[config.mk]
export PLATFORM = sky130hd
export DESIGN_NAME = wght_acc_ctrl_flat
export DESIGN_NICKNAME = d
export VERILOG_FILES = /design/src/rtl/wght_acc_ctrl_if.sv /design/src/rtl/wght_acc_ctrl.sv /design/src/flat_wrapper.sv
export SDC_FILE = /design/constraint.sdc
export NUM_CORES = 1
export LEC_CHECK = 0
export BUFFER_PORTS_ARGS = -buffer_cell sky130_fd_sc_hd__buf_2
export CORE_ASPECT_RATIO = 0.5
export CORE_UTILIZATION = 51
export CTS_CLUSTER_DIAMETER = 120
export CTS_CLUSTER_SIZE = 14
export DETAILED_ROUTE_END_ITERATION = 10
export GPL_ROUTABILITY_DRIVEN = 0
export PLACE_DENSITY = 0.81
export REMOVE_ABC_BUFFERS = 1
export SETUP_SLACK_MARGIN = 0.3
export SLEW_MARGIN = 20
export SYNTH_ARGS = -nofsm -noshare
export SYNTH_HDL_FRONTEND = slang
export SYNTH_SLANG_ARGS = --single-unit
export TNS_END_PERCENT = 20
[constraint.sdc]
create_clock -name clk -period 3.1 [get_ports clk]
set_input_delay 0.62 -clock clk [delete_from_list [all_inputs] [get_ports clk]]
set_output_delay 0.62 -clock clk [all_outputs]
set_load 0.02 [all_outputs]
[src/rtl/wght_acc_ctrl_if.sv]
// Control/operand-sequencing bus between wght_acc_ctrl and its surroundings.
// i_stall is present only when WGHT_ACC_CTRL_STALL_EN is defined.
interface wght_acc_ctrl_if #(
  parameter int unsigned ADDR_W = 10,
  parameter int unsigned STEP_W = 8
);
  logic              i_start;
  logic [ADDR_W-1:0] i_n_wght;
  logic [STEP_W-1:0] i_n_step;
`ifdef WGHT_ACC_CTRL_STALL_EN
  logic              i_stall;
`endif
  logic              o_busy;
  logic              o_done;
  logic              o_rd_en;
  logic [STEP_W-1:0] o_t_addr;
  logic [ADDR_W-1:0] o_w_addr;
  logic              o_acc_clr;
  logic              o_acc_en;
  logic              o_wr_en;

  modport slave (
    input  i_start, i_n_wght, i_n_step,
`ifdef WGHT_ACC_CTRL_STALL_EN
    input  i_stall,
`endif
    output o_busy, o_done, o_rd_en, o_t_addr, o_w_addr, o_acc_clr, o_acc_en, o_wr_en
  );

  modport master (
    output i_start, i_n_wght, i_n_step,
`ifdef WGHT_ACC_CTRL_STALL_EN
    output i_stall,
`endif
    input  o_busy, o_done, o_rd_en, o_t_addr, o_w_addr, o_acc_clr, o_acc_en, o_wr_en
  );
endinterface

[src/rtl/wght_acc_ctrl.sv]
// Weight-gradient accumulator sequencer: clear, n_step reads, drain RD_LAT, write, per weight.
// Optional WGHT_ACC_CTRL_STALL_EN adds i_stall, which pauses reads in ACC.
module wght_acc_ctrl #(
  parameter int unsigned ADDR_W = 10,
  parameter int unsigned STEP_W = 8,
  parameter int unsigned RD_LAT = 1
) (
  input logic           clk,
  input logic           rst,
  wght_acc_ctrl_if.slave bus
);
  typedef enum logic [2:0] {S_IDLE, S_CLR, S_ACC, S_DRAIN, S_WRITE, S_DONE} state_t;

  localparam logic [2:0] LAT_LAST = 3'((RD_LAT > 0) ? RD_LAT - 1 : 0);

  state_t            state_q;
  logic [ADDR_W-1:0] n_wght_q, w_q;
  logic [STEP_W-1:0] n_step_q, t_q;
  logic [2:0]        lat_q;
  logic              busy_q, done_q, rd_q, clr_q, wr_q;
  logic              stall;
  logic              rd_en;

`ifdef WGHT_ACC_CTRL_STALL_EN
  assign stall = bus.i_stall;
`else
  assign stall = 1'b0;
`endif

  // rd_q marks ACC; a stall masks the strobe in the same cycle and freezes t
  assign rd_en = rd_q & ~stall;

  always_ff @(posedge clk or negedge rst) begin
    if (!rst) begin
      state_q  <= S_IDLE;
      n_wght_q <= '0;
      n_step_q <= '0;
      w_q      <= '0;
      t_q      <= '0;
      lat_q    <= '0;
      busy_q   <= 1'b0;
      done_q   <= 1'b0;
      rd_q     <= 1'b0;
      clr_q    <= 1'b0;
      wr_q     <= 1'b0;
    end else begin
      clr_q  <= 1'b0;
      wr_q   <= 1'b0;
      done_q <= 1'b0;
      case (state_q)
        S_IDLE: begin
          if (bus.i_start) begin
            n_wght_q <= bus.i_n_wght;
            n_step_q <= bus.i_n_step;
            w_q      <= '0;
            t_q      <= '0;
            busy_q   <= 1'b1;
            if (bus.i_n_wght == '0 || bus.i_n_step == '0) begin
              state_q <= S_DONE;
              done_q  <= 1'b1;
            end else begin
              state_q <= S_CLR;
              clr_q   <= 1'b1;
            end
          end
        end
        S_CLR: begin
          state_q <= S_ACC;
          rd_q    <= 1'b1;
          t_q     <= '0;
        end
        S_ACC: begin
          if (!stall) begin
            if (t_q == n_step_q - STEP_W'(1)) begin
              rd_q <= 1'b0;
              if (RD_LAT == 0) begin
                state_q <= S_WRITE;
                wr_q    <= 1'b1;
              end else begin
                state_q <= S_DRAIN;
                lat_q   <= '0;
              end
            end else begin
              t_q <= t_q + STEP_W'(1);
            end
          end
        end
        S_DRAIN: begin
          if (lat_q == LAT_LAST) begin
            state_q <= S_WRITE;
            wr_q    <= 1'b1;
          end else begin
            lat_q <= lat_q + 3'd1;
          end
        end
        S_WRITE: begin
          if (w_q == n_wght_q - ADDR_W'(1)) begin
            state_q <= S_DONE;
            done_q  <= 1'b1;
          end else begin
            w_q     <= w_q + ADDR_W'(1);
            state_q <= S_CLR;
            clr_q   <= 1'b1;
          end
        end
        S_DONE: begin
          state_q <= S_IDLE;
          busy_q  <= 1'b0;
          w_q     <= '0;
        end
        default: begin
          state_q <= S_IDLE;
          busy_q  <= 1'b0;
          rd_q    <= 1'b0;
        end
      endcase
    end
  end

  // acc_en follows the read strobe by RD_LAT cycles regardless of state
  generate
    if (RD_LAT == 0) begin : g_lat0
      assign bus.o_acc_en = rd_en;
    end else begin : g_lat
      logic [RD_LAT-1:0] pipe_q;
      always_ff @(posedge clk or negedge rst) begin
        if (!rst) begin
          pipe_q <= '0;
        end else begin
          for (int unsigned i = RD_LAT - 1; i > 0; i--) pipe_q[i] <= pipe_q[i-1];
          pipe_q[0] <= rd_en;
        end
      end
      assign bus.o_acc_en = pipe_q[RD_LAT-1];
    end
  endgenerate

  assign bus.o_busy    = busy_q;
  assign bus.o_done    = done_q;
  assign bus.o_rd_en   = rd_en;
  assign bus.o_t_addr  = t_q;
  assign bus.o_w_addr  = w_q;
  assign bus.o_acc_clr = clr_q;
  assign bus.o_wr_en   = wr_q;
endmodule

[src/flat_wrapper.sv]
// flat-port wrapper written by rule: the top's interface ports become plain ports
module wght_acc_ctrl_flat 
#(
  parameter int unsigned ADDR_W = 10,
  parameter int unsigned STEP_W = 8,
  parameter int unsigned RD_LAT = 1
)
  (clk, rst, bus_i_start, bus_i_n_wght, bus_i_n_step, bus_o_busy, bus_o_done, bus_o_rd_en, bus_o_t_addr, bus_o_w_addr, bus_o_acc_clr, bus_o_acc_en, bus_o_wr_en);
  wght_acc_ctrl_if #(.ADDR_W(ADDR_W), .STEP_W(STEP_W)) bus_i ();
  input logic clk;
  input logic rst;
  input wire logic [$bits(bus_i.i_start)-1:0] bus_i_start;
  input wire logic [$bits(bus_i.i_n_wght)-1:0] bus_i_n_wght;
  input wire logic [$bits(bus_i.i_n_step)-1:0] bus_i_n_step;
  output wire logic [$bits(bus_i.o_busy)-1:0] bus_o_busy;
  output wire logic [$bits(bus_i.o_done)-1:0] bus_o_done;
  output wire logic [$bits(bus_i.o_rd_en)-1:0] bus_o_rd_en;
  output wire logic [$bits(bus_i.o_t_addr)-1:0] bus_o_t_addr;
  output wire logic [$bits(bus_i.o_w_addr)-1:0] bus_o_w_addr;
  output wire logic [$bits(bus_i.o_acc_clr)-1:0] bus_o_acc_clr;
  output wire logic [$bits(bus_i.o_acc_en)-1:0] bus_o_acc_en;
  output wire logic [$bits(bus_i.o_wr_en)-1:0] bus_o_wr_en;
  assign bus_i.i_start = bus_i_start;
  assign bus_i.i_n_wght = bus_i_n_wght;
  assign bus_i.i_n_step = bus_i_n_step;
  assign bus_o_busy = bus_i.o_busy;
  assign bus_o_done = bus_i.o_done;
  assign bus_o_rd_en = bus_i.o_rd_en;
  assign bus_o_t_addr = bus_i.o_t_addr;
  assign bus_o_w_addr = bus_i.o_w_addr;
  assign bus_o_acc_clr = bus_i.o_acc_clr;
  assign bus_o_acc_en = bus_i.o_acc_en;
  assign bus_o_wr_en = bus_i.o_wr_en;
  wght_acc_ctrl #(.ADDR_W(ADDR_W), .STEP_W(STEP_W), .RD_LAT(RD_LAT)) u_core (.clk(clk), .rst(rst), .bus(bus_i));
endmodule
* Yosys cells after proc, flatten, opt, wreduce, memory -nomap -nowiden *
Cells that the tools add are included.

cells by class
  add/subtract/negate cells = 5
  equal/unequal tests = 13
  mux-type cells = 29
  bitwise logic cells = 2
  reductions and logical operators = 17

operators by type and width
  operator                                                               number
  10-bit case mux with 3 select lines                                    1
  8-bit case mux with 3 select lines                                     1
  3-bit 2-to-1 mux                                                       7
  10-bit 2-to-1 mux                                                      2
  8-bit 2-to-1 mux                                                       2
  3-bit case mux with 5 select lines                                     1
  3-bit AND reduction                                                    4
  10-bit by 1-bit adder with 10-bit output, second input constant        1
  10-bit equality test                                                   1
  10-bit logical NOT                                                     1
  1-bit 2-to-1 mux                                                       10
  10-bit by 1-bit subtractor with 10-bit output, second input constant   1
  8-bit by 1-bit adder with 8-bit output, second input constant          1
  8-bit equality test                                                    1
  8-bit logical NOT                                                      1
  2-bit != test, second input constant                                   4
  4-bit OR reduction                                                     2
  8-bit by 1-bit subtractor with 8-bit output, second input constant     1
  3-bit by 2-bit equality test with 1-bit output, second input constant  2
  3-bit equality test, second input constant                             2
  3-bit logical NOT                                                      2
  1-bit case mux with 2 select lines                                     3
  3-bit case mux with 2 select lines                                     1
  2-bit AND reduction                                                    3
  other kinds (8)                                                        11

storage, ports and cells
  bits in registers = 48
  input bits = 21
  output and inout bits = 24
  logic and storage cells = 78

* Longest topological paths before layout *
  depth after elaboration = 5
  gate-level depth with buffers = 10
  gate-level depth less buffers = 9

* Worst setup path before layout *
OpenSTA, ideal clock, no wires.

  path type = reg-to-reg
  from = register u_core.n_wght_q[0]
  to = register u_core.w_q[4] (netlist: u_core.bus.o_w_addr[4])
  setup time = 0.129 ns
  arrival = 2.377 ns
  path slack = 0.595 ns
  stages on the path, launching flop included = 11
  clock period less this slack = 2.505 ns
  cells stage by stage = dfrtp_1 > inv_1 > ha_1 > or4b_4 > xnor2_1 > o32ai_1 > nor2_4 > o31ai_4 > buf_6 > or4_1 > nand3_1

on the way
  cells in the longest elaborated chain, start to end = 4

RTL lines
  element                                        line                  text
  start: declaration                             wght_acc_ctrl.sv:17   logic [ADDR_W-1:0] n_wght_q, w_q;
  start signal: assignment                       wght_acc_ctrl.sv:53   n_wght_q <= bus.i_n_wght;
  10-bit by 1-bit subtractor with 10-bit output  wght_acc_ctrl.sv:97   if (w_q == n_wght_q - ADDR_W'(1)) begin
  10-bit equality test                           wght_acc_ctrl.sv:97
  2-bit != test (no source line)                 -
  3-bit AND reduction (no source line)           -
  end signal: assignment                         wght_acc_ctrl.sv:101  w_q <= w_q + ADDR_W'(1);
  end: declaration                               wght_acc_ctrl.sv:17

Every way passes these cells.
A chain may end at the register's enable or synchronous reset.

* Worst setup path after layout *
  from = register u_core.n_wght_q[0]
  to = register u_core.w_q[9] (netlist: u_core.bus.o_w_addr[9])

Same word-level chain as after synthesis.

==> summary.md <==
| Metric | Value |
|---|---|
| Ranking of synthesized cells by area | `sky130_fd_sc_hd__dfrtp_1 (41%), sky130_fd_sc_hd__mux2_2 (5.7%), sky130_fd_sc_hd__nand2_1 (3.8%)` |
| I/O pin count | `45` |
| Number of sinks on the clock net | `48` |
| Number of inserted diodes | `0` |
| Quantity of I/O buffers inserted on ports | `44` |
| Distinct cells, synth | `58` |
| Effective utilization at floorplan | `0.533` |
| Sw frac | `0.412` |
| Rows | `19` |
| Worst IR Drop VDD | `383 uV` |
| Async S/R FF share, synth | `1.00` |
| Hold Crit Class | `in -> async` |
| Clock latency on the worst-skew pair | `~0.29 ns` |
| Count of final hold-check violations | `0` |
| Final standard cell utilization of the core | `0.629` |
| Number of register bits inferred by synthesis | `48` |
| Net total in the final layout | `391` |
| GRT overflow | `0` |
| Vias per cell | `6.13` |
| Number of buffers on the longest clock path | `2` |
| Detailed placement HPWL | `~5000 um` |
| Die Wd | `109 um` |
| Commonest cells in the synthesized netlist | `sky130_fd_sc_hd__dfrtp_1 (48), sky130_fd_sc_hd__nand2_1 (30), sky130_fd_sc_hd__nor2_1 (19), sky130_fd_sc_hd__o21ai_0 (19), sky130_fd_sc_hd__a21oi_1 (16)` |
| Highest achievable clock rate | `369 MHz` |
| WL met1 | `3160 um` |
| Routed length on met3 | `374 um` |
| Cell-internal power | `1.82 mW` |
| Cts bufs inserted | `5` |
| End of the worst register-to-register path | `u_core.bus.o_w_addr[9]` |
| Post-Synthesis Cells | `316` |
| Final routed wirelength across all metal layers | `7300 um` |
| Routed length on met2 | `3640 um` |
| Vias | `2674` |
| Maximum number of pins on one net before global-route repair | `just under 50` |
| Startpoint class of the critical path | `flop` |
| Worst Reg2Reg Path Length in Cells | `10` |
| Startpoint of the worst-slack reg-to-reg timing path | `u_core.n_wght_q[0]` |
| Actual transition at the worst max-transition pin | `0.883 ns` |
| Setup TNS Final | `0 ns` |
| Area of the die | `6090 um2` |
| Fraction of the yosys area taken by sequential cells | `0.409` |
| Number of warning messages in the yosys log | `0` |
| Via count of the first global-routing pass | `2611` |
| Worst setup EP type | `flop` |
| Time the final worst path needs with I/O delays and setup | `between 2 and 3 ns` |
| Maximum fanout along the worst path | `8` |
| Vert. Die Dim | `55.7 um` |
| Layout area overhead | `18.0%` |
| H-tree depth | `2` |
| Clock input transition at the sequential cells of the worst setup and hold paths | `0.06 ns` |
| Power dissipated by switching net loads | `approximately 1.3 mW` |
| Result of the run | `finished, violations left` |
| First-pass detailed-route iteration total | `7` |
| Unrepaired setup endpoints after global routing | `true` |
| Most frequently used cell type in the post-synthesis netlist | `sky130_fd_sc_hd__dfrtp_1` |
| Data arrival at the endpoint of the critical path | `between 2 and 3 ns` |
| Yosys top cell area share | `0.409` |
| Combinational cell fraction of total power | `0.447` |
| Setup slack of the most critical reg-to-reg path | `0.39 ns` |
| Routed len/inst | `16.7 um` |
| Setup-failing EPs final | `0` |
| Max-capacitance violation count | `0` |
| Post-synthesis instance area | `2940 um2` |
| Share of the cycle needed by the critical path after routing | `0.874` |
| Antenna violations before repair | `0` |
| Final max-slew violation count | `0` |
| Failing checks | `DRC` |
| Mean post-synth cell area | `9.30 um2` |
| Worst max-slew margin expressed relative to the limit | `0.404` |
| Core Box Area | `5520 um2` |
| Detailed Route Iter0 Violations | `between 150 and 200` |
| Count of flip-flops with a built-in enable after synthesis | `0` |
| Count of nets left with antenna violations after detail routing | `0` |
| Cell taking the most area after synthesis | `sky130_fd_sc_hd__dfrtp_1` |
| First-pass GRT wire length | `12000 um` |
| CTS root buf | `sky130_fd_sc_hd__clkbuf_16` |
| Seq pwr share | `0.359` |
| Highest metal layer with signal wires | `met4` |
| Skew final | `0.00723 ns` |
| Clock network power share | `0.194` |
| Power density over the cells | `893 nW/um2` |
| Layout cells sized above 1 | `0.256` |
| Global-route usage over all layers | `0.249` |
| Most used flip-flop cell after synthesis | `sky130_fd_sc_hd__dfrtp_1` |
| DRC errors left | `1` |
| Critical path type | `reg -> reg` |
| Standby leakage power | `1.51 nW` |
| Data required time of the worst path | `3.31 ns` |
| CTS tree | `built` |
## power groups by stage
stage	logic [mW]	clock network, mW	registers (mW)
after floorplan	0.896	0	1.09
after global placement	1.18	0	1.08
after detailed placement	1.25	0	1.10
after CTS	1.26	0.608	1.09
after global routing	1.52	0.625	1.14
final	1.38	0.601	1.11
## critical path, stage by stage (launching register included)
cell and delay (ns):
sky130_fd_sc_hd__dfrtp_1 0.43, sky130_fd_sc_hd__inv_2 0.10, sky130_fd_sc_hd__ha_4 0.17, sky130_fd_sc_hd__or4b_4 0.51, sky130_fd_sc_hd__nand2_1 0.09, sky130_fd_sc_hd__o32ai_1 0.08
sky130_fd_sc_hd__o211ai_2 0.29, sky130_fd_sc_hd__o31ai_4 0.12, sky130_fd_sc_hd__buf_4 0.17, sky130_fd_sc_hd__or4_1 0.50, sky130_fd_sc_hd__a21oi_1 0.16
## final cells by class
class                           count  area (um2)
Inverter                           12        45.0
Clock buffer                        5         125
Timing Repair Buffer               54         298
Tap cell                           73        91.3
Multi-Input combinational cell    243        1680
Sequential cell                    48        1200
Clock inverter                      1        30.0
Fill cell                         426        2050
## per-stage QoR
stage          setup WS [ns]  cell area [um2]  std cells  hold slack (ns)  total power, mW
2_1_floorplan          0.557             2880        303            0.324             1.98
3_3_place_gp           0.466             3210        423            0.407             2.26
3_5_place_dp           0.342             3210        423            0.430             2.34
4_1_cts                0.308             3370        429            0.438             2.96
5_1_grt                0.226             3470        436            0.394             3.29
6_report               0.391             3470        436            0.343             3.10
## placed cells by master (no fill, tap or decap), types with 2 or more instances in the layout
| cell | Yosys | layout |
|---|---|---|
| sky130_fd_sc_hd__a31oi_1 | 5 | 4 |
| sky130_fd_sc_hd__nand2b_1 | 3 | 3 |
| sky130_fd_sc_hd__o2bb2ai_1 | 3 | 3 |
| sky130_fd_sc_hd__inv_1 | 12 | 11 |
| sky130_fd_sc_hd__o32ai_1 | 4 | 3 |
| sky130_fd_sc_hd__a21oi_1 | 16 | 16 |
| sky130_fd_sc_hd__nor2b_1 | 7 | 7 |
| sky130_fd_sc_hd__a22o_1 | 2 | 2 |
| sky130_fd_sc_hd__nor3_1 | 13 | 13 |
| sky130_fd_sc_hd__or2_2 | 3 | 3 |
| sky130_fd_sc_hd__dfrtp_1 | 48 | 48 |
| sky130_fd_sc_hd__nand4_1 | 3 | 3 |
| sky130_fd_sc_hd__clkbuf_16 | 0 | 5 |
| sky130_fd_sc_hd__nand3_1 | 11 | 11 |
| sky130_fd_sc_hd__xor2_1 | 7 | 7 |
| sky130_fd_sc_hd__nand2_1 | 30 | 30 |
| sky130_fd_sc_hd__ha_1 | 6 | 5 |
| sky130_fd_sc_hd__buf_2 | 0 | 43 |
| sky130_fd_sc_hd__and3_1 | 3 | 3 |
| sky130_fd_sc_hd__or4_1 | 9 | 9 |
| sky130_fd_sc_hd__xnor2_1 | 12 | 11 |
| sky130_fd_sc_hd__o211ai_1 | 7 | 7 |
| sky130_fd_sc_hd__nor2_1 | 19 | 19 |
| sky130_fd_sc_hd__o31ai_1 | 3 | 3 |
| sky130_fd_sc_hd__nor4_1 | 3 | 3 |
| sky130_fd_sc_hd__and3b_1 | 3 | 3 |
| sky130_fd_sc_hd__mux2_2 | 15 | 15 |
| sky130_fd_sc_hd__buf_4 | 0 | 11 |
| sky130_fd_sc_hd__or3_1 | 9 | 9 |
| sky130_fd_sc_hd__o21ai_0 | 19 | 19 |
## what timing repair did
| action | 4_1_cts | 5_1_grt |
|---|---|---|
| hold buffers | 0 | 0 |
| gates resized for setup | 0 | 8 |
| endpoints found under the setup margin | 0 | 14 |
| buffers inserted | 0 | 7 |
## kinds of logic (layout without fill, tap and decap cells)
| kind of cell | after synthesis | in the layout | synth area share |
|---|---|---|---|
| compound gates | 75 | 75 | 0.175 |
| fa+ha+maj | 6 | 6 | 0.0255 |
| buf+inv | 25 | 72 | 0.0370 |
| xor+xnor | 19 | 19 | 0.0566 |
| flops | 48 | 48 | 0.409 |
| mux | 16 | 16 | 0.0609 |
| simple gates | 127 | 127 | 0.236 |
## state kept, by name, summed over array words and instances (netlist names)
| register | count |
|---|---|
| u_core.lat_q | 3 |
| u_core.bus.o_t_addr | 8 |
| u_core.bus.o_busy | 1 |
| u_core.n_wght_q | 10 |
| u_core.bus.o_rd_en | 1 |
| u_core.bus.o_w_addr | 10 |
| u_core.bus.o_wr_en | 1 |
| u_core.bus.o_done | 1 |
| u_core.n_step_q | 8 |
| u_core.bus.o_acc_en | 1 |
| u_core.state_q | 3 |
| u_core.bus.o_acc_clr | 1 |
## worst max path at each step
stage | cells past startpoint | endpoint | slack, ns | startpoint
after floorplan | 9 | u_core.bus.o_w_addr[6] | 0.56 | u_core.n_wght_q[0]
after global placement | 9 | u_core.bus.o_w_addr[3] | 0.47 | u_core.n_wght_q[0]
after detailed placement | 9 | u_core.bus.o_w_addr[3] | 0.34 | u_core.n_wght_q[0]
after CTS | 9 | u_core.bus.o_w_addr[3] | 0.31 | u_core.n_wght_q[0]
after global routing | 10 | u_core.bus.o_w_addr[9] | 0.23 | u_core.n_wght_q[0]
final | 10 | u_core.bus.o_w_addr[9] | 0.39 | u_core.n_wght_q[0]
## routing by layer
layer | vias to the layer above | GRT usage
met5 | - | 0
met1 | 1306 | 0.319
met4 | 0 | 0.0800
li1 | 1259 | -
met3 | 15 | 0.0457
met2 | 94 | 0.427
No activity file was read; power rests on OpenSTA's default activity.
